`src/rtl/instr_encoder_loader.sv`:
```
// instr_encoder_loader: packs symbolic MIPS instruction requests into 32-bit words
// and writes them to consecutive instruction-memory addresses starting at 0.
// Latency: handshake at edge N, ENC during the next cycle, mem_we high during the
//          cycle that ends at edge N+2, where the memory captures the word.
// Backpressure: req_ready is high only in IDLE, so one request is taken every 3 cycles.
//               It stays low once the memory is full.
//
// Ports:
//   clk, rst               clock (rising edge) and asynchronous active-high reset
//   req_valid/req_ready    request handshake
//   req_op/rs/rt/rd/imm    symbolic instruction
//                          op: 0 add, 1 sub, 2 and, 3 or, 4 slt, 5 addi, 6 ori, 7 andi,
//                              8 lw, 9 sw, 10 slti, 11 beq, 12 bne, 13 bgtz, 14 j
//   mem_we/addr/wdata      instruction-memory write port
//   instr_count            number of words written since reset
//   full                   the last address has been written; terminal until reset
//   err                    sticky; set when an invalid op is received
//
// Configuration macro:
//   INSTR_ENC_JUMP_EN      when defined, op 14 encodes j.
//                          When undefined, op 14 is invalid and no J-type logic exists.

module instr_encoder_loader #(
    parameter int ADDR_W = 8
) (
    input  logic              clk,
    input  logic              rst,
    input  logic              req_valid,
    output logic              req_ready,
    input  logic [3:0]        req_op,
    input  logic [4:0]        req_rs,
    input  logic [4:0]        req_rt,
    input  logic [4:0]        req_rd,
    input  logic [25:0]       req_imm,
    output logic              mem_we,
    output logic [ADDR_W-1:0] mem_addr,
    output logic [31:0]       mem_wdata,
    output logic [ADDR_W:0]   instr_count,
    output logic              full,
    output logic              err
);

    // FSM encoding
    localparam logic [1:0] ST_IDLE  = 2'd0;
    localparam logic [1:0] ST_ENC   = 2'd1;
    localparam logic [1:0] ST_WRITE = 2'd2;
    localparam logic [1:0] ST_FULL  = 2'd3;

    // Symbolic op codes on req_op
    localparam logic [3:0] OP_ADD  = 4'd0;
    localparam logic [3:0] OP_SUB  = 4'd1;
    localparam logic [3:0] OP_AND  = 4'd2;
    localparam logic [3:0] OP_OR   = 4'd3;
    localparam logic [3:0] OP_SLT  = 4'd4;
    localparam logic [3:0] OP_ADDI = 4'd5;
    localparam logic [3:0] OP_ORI  = 4'd6;
    localparam logic [3:0] OP_ANDI = 4'd7;
    localparam logic [3:0] OP_LW   = 4'd8;
    localparam logic [3:0] OP_SW   = 4'd9;
    localparam logic [3:0] OP_SLTI = 4'd10;
    localparam logic [3:0] OP_BEQ  = 4'd11;
    localparam logic [3:0] OP_BNE  = 4'd12;
    localparam logic [3:0] OP_BGTZ = 4'd13;
`ifdef INSTR_ENC_JUMP_EN
    localparam logic [3:0] OP_J    = 4'd14;
`endif

    // MIPS opcode and funct fields, matching the control-unit decode
    localparam logic [5:0] MIPS_RTYPE = 6'b000000;
    localparam logic [5:0] MIPS_ADDI  = 6'b001000;
    localparam logic [5:0] MIPS_ORI   = 6'b001101;
    localparam logic [5:0] MIPS_ANDI  = 6'b001100;
    localparam logic [5:0] MIPS_LW    = 6'b100011;
    localparam logic [5:0] MIPS_SW    = 6'b101011;
    localparam logic [5:0] MIPS_SLTI  = 6'b001010;
    localparam logic [5:0] MIPS_BEQ   = 6'b000100;
    localparam logic [5:0] MIPS_BNE   = 6'b000101;
    localparam logic [5:0] MIPS_BGTZ  = 6'b000111;
`ifdef INSTR_ENC_JUMP_EN
    localparam logic [5:0] MIPS_J     = 6'b000010;
`endif

    localparam logic [5:0] FN_ADD = 6'h20;
    localparam logic [5:0] FN_SUB = 6'h22;
    localparam logic [5:0] FN_AND = 6'h24;
    localparam logic [5:0] FN_OR  = 6'h25;
    localparam logic [5:0] FN_SLT = 6'h2A;

    localparam logic [ADDR_W-1:0] ADDR_LAST = '1;

    // Only J-type needs the upper ten immediate bits.
    // Without it, the captured immediate is narrowed to 16 bits.
`ifdef INSTR_ENC_JUMP_EN
    localparam int IMM_W = 26;
`else
    localparam int IMM_W = 16;
    logic unused_imm_hi;
    assign unused_imm_hi = ^req_imm[25:16];
`endif

    logic [1:0]        state_q, state_d;
    logic [3:0]        op_q;
    logic [4:0]        rs_q, rt_q, rd_q;
    logic [IMM_W-1:0]  imm_q;
    logic [31:0]       wdata_q, wdata_d;
    logic [ADDR_W-1:0] addr_q, addr_d;
    logic [ADDR_W:0]   count_q, count_d;
    logic              err_q, err_d;

    logic              accept;
    logic [31:0]       enc_word;
    logic              enc_ok;

    assign req_ready   = (state_q == ST_IDLE);
    assign accept      = req_valid && req_ready;
    assign mem_we      = (state_q == ST_WRITE);
    assign full        = (state_q == ST_FULL);
    assign mem_addr    = addr_q;
    assign mem_wdata   = wdata_q;
    assign instr_count = count_q;
    assign err         = err_q;

    // Request capture: the fields are held from the handshake until the next
    // handshake, so the inputs are free to change during ENC and WRITE.
    always_ff @(posedge clk or posedge rst) begin
        if (rst) begin
            op_q  <= '0;
            rs_q  <= '0;
            rt_q  <= '0;
            rd_q  <= '0;
            imm_q <= '0;
        end else if (accept) begin
            op_q  <= req_op;
            rs_q  <= req_rs;
            rt_q  <= req_rt;
            rd_q  <= req_rd;
            imm_q <= req_imm[IMM_W-1:0];
        end
    end

    // Encoder: works on the captured fields and is only consumed in ENC
    always_comb begin
        enc_word = '0;
        enc_ok   = 1'b1;
        case (op_q)
            OP_ADD:  enc_word = {MIPS_RTYPE, rs_q, rt_q, rd_q, 5'd0, FN_ADD};
            OP_SUB:  enc_word = {MIPS_RTYPE, rs_q, rt_q, rd_q, 5'd0, FN_SUB};
            OP_AND:  enc_word = {MIPS_RTYPE, rs_q, rt_q, rd_q, 5'd0, FN_AND};
            OP_OR:   enc_word = {MIPS_RTYPE, rs_q, rt_q, rd_q, 5'd0, FN_OR};
            OP_SLT:  enc_word = {MIPS_RTYPE, rs_q, rt_q, rd_q, 5'd0, FN_SLT};
            OP_ADDI: enc_word = {MIPS_ADDI, rs_q, rt_q, imm_q[15:0]};
            OP_ORI:  enc_word = {MIPS_ORI,  rs_q, rt_q, imm_q[15:0]};
            OP_ANDI: enc_word = {MIPS_ANDI, rs_q, rt_q, imm_q[15:0]};
            OP_LW:   enc_word = {MIPS_LW,   rs_q, rt_q, imm_q[15:0]};
            OP_SW:   enc_word = {MIPS_SW,   rs_q, rt_q, imm_q[15:0]};
            OP_SLTI: enc_word = {MIPS_SLTI, rs_q, rt_q, imm_q[15:0]};
            OP_BEQ:  enc_word = {MIPS_BEQ,  rs_q, rt_q, imm_q[15:0]};
            OP_BNE:  enc_word = {MIPS_BNE,  rs_q, rt_q, imm_q[15:0]};
            // bgtz compares rs against zero; the rt slot must read as $0
            OP_BGTZ: enc_word = {MIPS_BGTZ, rs_q, 5'd0, imm_q[15:0]};
`ifdef INSTR_ENC_JUMP_EN
            OP_J:    enc_word = {MIPS_J, imm_q[25:0]};
`endif
            default: enc_ok   = 1'b0;
        endcase
    end

    // Next-state logic
    always_comb begin
        state_d = state_q;
        wdata_d = wdata_q;
        addr_d  = addr_q;
        count_d = count_q;
        err_d   = err_q;
        case (state_q)
            ST_IDLE: begin
                if (accept) begin
                    state_d = ST_ENC;
                end
            end
            ST_ENC: begin
                if (enc_ok) begin
                    wdata_d = enc_word;
                    state_d = ST_WRITE;
                end else begin
                    err_d   = 1'b1;
                    state_d = ST_IDLE;
                end
            end
            ST_WRITE: begin
                count_d = count_q + (ADDR_W+1)'(1);
                // The address is held at the last slot rather than wrapping.
                // FULL then blocks any further writes.
                if (addr_q == ADDR_LAST) begin
                    state_d = ST_FULL;
                end else begin
                    addr_d  = addr_q + ADDR_W'(1);
                    state_d = ST_IDLE;
                end
            end
            ST_FULL: begin
                state_d = ST_FULL;
            end
            default: begin
                state_d = ST_IDLE;
            end
        endcase
    end

    always_ff @(posedge clk or posedge rst) begin
        if (rst) begin
            state_q <= ST_IDLE;
            wdata_q <= '0;
            addr_q  <= '0;
            count_q <= '0;
            err_q   <= 1'b0;
        end else begin
            state_q <= state_d;
            wdata_q <= wdata_d;
            addr_q  <= addr_d;
            count_q <= count_d;
            err_q   <= err_d;
        end
    end

endmodule
```
`config.mk`:
```
export PLATFORM = sky130hd
export DESIGN_NAME = instr_encoder_loader
export DESIGN_NICKNAME = d
export VERILOG_FILES = /design/src/rtl/instr_encoder_loader.sv
export SDC_FILE = /design/constraint.sdc
export NUM_CORES = 1
export LEC_CHECK = 0
export BUFFER_PORTS_ARGS = -buffer_cell sky130_fd_sc_hd__clkbuf_2
export CORE_MARGIN = 4
export CORE_UTILIZATION = 45
export DETAILED_ROUTE_END_ITERATION = 16
export PLACE_DENSITY = 0.68
export SETUP_SLACK_MARGIN = 0.15
export SYNTH_ARGS = -nofsm -noshare
export SYNTH_HDL_FRONTEND = slang
export SYNTH_SLANG_ARGS = --single-unit
```
`constraint.sdc`:
```
create_clock -name clk -period 4.09 [get_ports clk]
set_clock_uncertainty 0.1 [all_clocks]
set_input_delay 0.818 -clock clk [delete_from_list [all_inputs] [get_ports clk]]
set_output_delay 0.818 -clock clk [all_outputs]
set_load 0.1 [all_outputs]
```
== Word-level counts from Yosys, hierarchy flattened ==
Index checks and enable logic that the tools add are counted.

* Bits in registers: 87
* Output and inout bits: 53
* Input bits: 48
* Word-level logic and storage cells: 45

* Reduce and logical (&&, ||, !) cells: 7
* Muxes and demuxes: 6
* Eq/ne operators: 18
* Bitwise logic cells: 2
* $add $sub $neg: 2

{| class="wikitable"
|+ Operators by type and width
! kind !! count
|-
| case mux 32 bit (14 select lines) || 1
|-
| equality test 4 bit, second input constant || 6
|-
| equality test 4 x 3 -> 1 bit, second input constant || 4
|-
| OR reduction 14 bit || 1
|-
| adder 9 x 1 -> 9 bit, second input constant || 1
|-
| adder 8 x 1 -> 8 bit, second input constant || 1
|-
| equality test 4 x 2 -> 1 bit, second input constant || 2
|-
| equality test 8 bit, second input constant || 1
|-
| case mux 2 bit (4 select lines) || 1
|-
| 2-to-1 mux 2 bit || 3
|-
| AND reduction 2 bit || 3
|-
| equality test 2 bit, second input constant || 2
|-
| equality test 4 x 1 -> 1 bit, second input constant || 1
|-
| zero test 4 bit || 1
|-
| equality test 2 x 1 -> 1 bit, second input constant || 1
|-
| zero test 2 bit || 1
|-
| inequality test 2 x 1 -> 1 bit, second input constant || 1
|-
| inverter 1 bit || 2
|-
| logical AND 1 bit || 1
|-
| 2-to-1 mux 1 bit || 1
|}

== Logic depth before layout (Yosys ltp) ==
* Depth after elaboration: 5
* Gate-level depth with buffers: 6
* Depth with buffers taken out: 4

== Worst setup path before layout ==
No wires, ideal clock.

* Kind: reg2out
* From: register state_q[0]
* To: output req_ready
* Buffers on the path: 1
* Required time: 3172 ps
* Path slack: 1339 ps
* Cell stages (with the launch flop): 3
* Data arrival time: 1833 ps
* Path through: dfrtp_1 clkbuf_1 nor2_1

* Cells in the longest elaborated chain, start to end: 1

{| class="wikitable"
|+ RTL lines
! element !! line !! source
|-
| from (decl) || 101 || <nowiki>logic [1:0] state_q, state_d;</nowiki>
|-
| from (signal assigned) || 218 || <nowiki>state_q <= state_d;</nowiki>
|-
| zero test 2 bit || 114 || <nowiki>assign req_ready = (state_q == ST_IDLE);</nowiki>
|-
| to (decl) || 29 || <nowiki>output logic req_ready,</nowiki>
|}

No other way between the ends.

== Final worst setup path ==
* From: register state_q[1]
* To: output mem_we

* Cells in the longest elaborated chain, start to end: 1

{| class="wikitable"
|+ RTL lines
! element !! line !! source
|-
| equality test 2 bit || 116 || <nowiki>assign mem_we = (state_q == ST_WRITE);</nowiki>
|-
| to (decl) || 35 || <nowiki>output logic mem_we,</nowiki>
|}

No other way between the ends.

==> flow_summary_export.csv <==
group,metric,value,unit
sta,holdWs,0.363,ns
global_route,antenna_found_initial,0,
flow_run,cap_violations,0,
status,status,"finished, final reports clean",
global_route,grt_pass1_wl,13.6,mm
cts,clockBufferDepth,2,
min_path,whs_path_depth,1,
sta,fmax,349,MHz
placed_design,portBuffers,89,
setup_path,cpMaxStageDelayCell,"dfrtp_1",
sta,tns,0,ns
logic_synthesis,syn_nets,351,
floorplan,die_w,99.2,µm
logic_synthesis,synth_edf_count,0,
placed_design,dpl_cell_area,4230,µm²
routing,vias_per_cell,5.45,
setup_path,crit_buf_inv,1,
setup_path,cp_top_family,"flip-flops",
routing,drt_iter0_drc,78,
floorplan,start_util,47.4,%
finish,diodes,0,
logic_synthesis,synth_ff_type,"dfrtp_1",
logic_synthesis,synth_top_area_share,57.5,%
setup_path,path_class,"reg2out",
finish,final_util,56.8,%
placed_design,post-dp-hpwl,5.24,mm
logic_synthesis,synthTopCellsByArea,"dfrtp_1 (58%), mux2_2 (13%), a22o_1 (3.0%), a31oi_1 (1.5%), nand2_1 (1.4%)",
sta,finalCritPeriodShare,70.0,%
logic_synthesis,synthTopCellsByCount,"dfrtp_1 (86), mux2_2 (43), nand2_1 (14)",
finish,nets,432,
finish,area_delta_synth_final,19.7,%
routing,wirelength,7.75,mm
setup_path,crit_cells,2,
cts,worstSkewPairLatency,0.34,ns
cts,cts.clk_slew.worst_paths,0.09,ns
logic_synthesis,netlist_area,3740,µm²
global_route,grt_start_max_net_pins,87,
cts,cts.hold.buffers_added,0,
global_route,grt_pass1_vias,2733,
cts,ctsResizeCount,0,
finish,drive_gt1_share,41.1,%
routing,drc,0,
setup_path,critPathLaunch,"state_q[1]$_DFFE_PP0P_",
logic_synthesis,ys.warnings.count,0,
logic_synthesis,synth_cell_type_count,55,
floorplan,coreArea,7890,µm²
routing,num_vias,2665,
global_route,overflow,0,
cts,cts_made_buffers,9,
setup_path,start_kind,"register",
setup_path,arrival,1.95,ns
cts,cts_tree,"yes",
floorplan,rows,32,
sta,hold_violations,0,
logic_synthesis,synthCells,301,
logic_synthesis,yosysMostFrequentCell,"dfrtp_1",
cts,clock_sinks,86,
cts,h-tree-depth,3,
floorplan,die_area,9830,µm²
finish,n_fill_cell,670,
logic_synthesis,seq_area_frac_synth,57.5,%
sta,worst_slew_pin_slew,1.08,ns
logic_synthesis,avgSynthCellArea,12.4,µm²
min_path,min_from,"err$_DFFE_PP0P_",
routing,post_drt_wl_per_cell,15.8,µm
floorplan,die_h,99.2,µm
sta,relSlewSlack,27.9,%
logic_synthesis,synth-seq-cells,86,
cts,post-cts-setup-buffer-count,0,
logic_synthesis,synth-async-reset-ratio,100,%
setup_path,cp_max_fo,11,
sta,rsz0062_at_grt,"false",
finish,final_area,4480,µm²
setup_path,critPathMaxStageDelay,0.55,ns
sta,min_period,2.86,ns
setup_path,worst_r2r_startpoint,"op_q[1]$_DFFE_PP0P_",
cts,root_buffer,"clkbuf_8",
setup_path,endpoint_kind,"output port",
sta,setup_viol,0,
sta,slew_viol_final,0,
setup_path,ff2ff_path_depth,3,
floorplan,pin_count,101,
routing,ant_nets,0,
min_path,hp-class,"reg2reg",
setup_path,worstPathCellList,"nor2b_1 > clkbuf_2",
logic_synthesis,synth_largest_area_cell,"dfrtp_1",
global_route,grtUsageTotal,17.1,%
placed_design,place_congestion,0.746,
setup_path,cp.required,3.17,ns
routing,firstDrtPassIters,4,
[path summary, 6_finish.rpt]
| check | slack (ns) | to |
|---|---|---|
| setup / recovery | 1.23 | mem_we |
| hold / removal | 0.36 | err$_DFFE_PP0P_ |
| setup reg to reg | 1.85 | mem_wdata[0]$_DFFE_PP0P_ |
| hold reg to reg | 0.36 | err$_DFFE_PP0P_ |
| max in group asynchronous | 2.51 | mem_wdata[14]$_DFFE_PP0P_ |
| min in group asynchronous | 0.69 | mem_addr[5]$_DFFE_PP0P_ |
[per-stage QoR]
stage	worst slack [ns]	instances
finish	1.23	489
global route	1.13	489
CTS	1.19	489
detailed placement	1.59	473
global placement	1.62	473
floorplan	0.950	301
[metal layers]
| layer | routed length [µm] | up-vias | share of wire [%] | GRT usage (%) |
|---|---|---|---|---|
| met4 | 90 | 0 | 1.2 | 6.09 |
| met1 | 3560 | 1315 | 46 | 23.9 |
| met5 | 0 | - | 0 | 0 |
| met3 | 488 | 7 | 6.3 | 4.49 |
| met2 | 3610 | 68 | 47 | 25.9 |
| li1 | - | 1275 | - | - |
[state kept, by name, indices dropped and copies added, names as in the netlist]
signal and flops:
rt_q 5, state_q 2, instr_count 9, op_q 4, err 1, mem_addr 8
rd_q 5, mem_wdata 31, rs_q 5, imm_q 16
[final cells by class]
class,instances,area (µm²),share of cell area (%)
Sequential cell,86,2150,48.1
Multi-Input combinational cell,186,1460,32.6
Timing Repair Buffer,92,468,10.4
Tap cell,102,128,2.85
Clock buffer,9,124,2.77
Clock inverter,7,121,2.71
Inverter,7,27.5,0.615
[cells in the final DEF (no fill, tap or decap), types with 5 or more instances in the layout]
| cell | synthesis | final |
|---|---|---|
| a2111oi_0 | 5 | 5 |
| a21oi_1 | 8 | 8 |
| a22o_1 | 13 | 13 |
| a31oi_1 | 9 | 9 |
| clkbuf_2 | 0 | 89 |
| clkbuf_8 | 0 | 9 |
| dfrtp_1 | 86 | 86 |
| inv_1 | 7 | 6 |
| mux2_2 | 43 | 43 |
| nand2_1 | 14 | 14 |
| nand3_1 | 10 | 10 |
| nor2_1 | 5 | 5 |
| o21ai_0 | 10 | 10 |
| xnor2_1 | 6 | 6 |
| xor2_1 | 5 | 5 |
[cell families (layout without fill, tap and decap cells)]
group	count (synthesis)	after routing	share of synthesized area, %
simple gates	59	59	8.93
flops	86	86	57.5
xor+xnor	11	11	2.58
buf+inv	29	115	3.65
compound gates	68	68	13.0
other cells	1	1	0.100
fa+ha+maj	2	2	0.669
mux	45	45	13.5
[worst register-to-register path: stages, from the launching register on]
cell,delay [ns]
dfrtp_1,0.70
nand3_1,0.55
nand2_1,0.58
o221ai_1,0.17
Power is not shown: default switching activity piles up to over one toggle a cycle in this logic, so the estimate is an artifact.
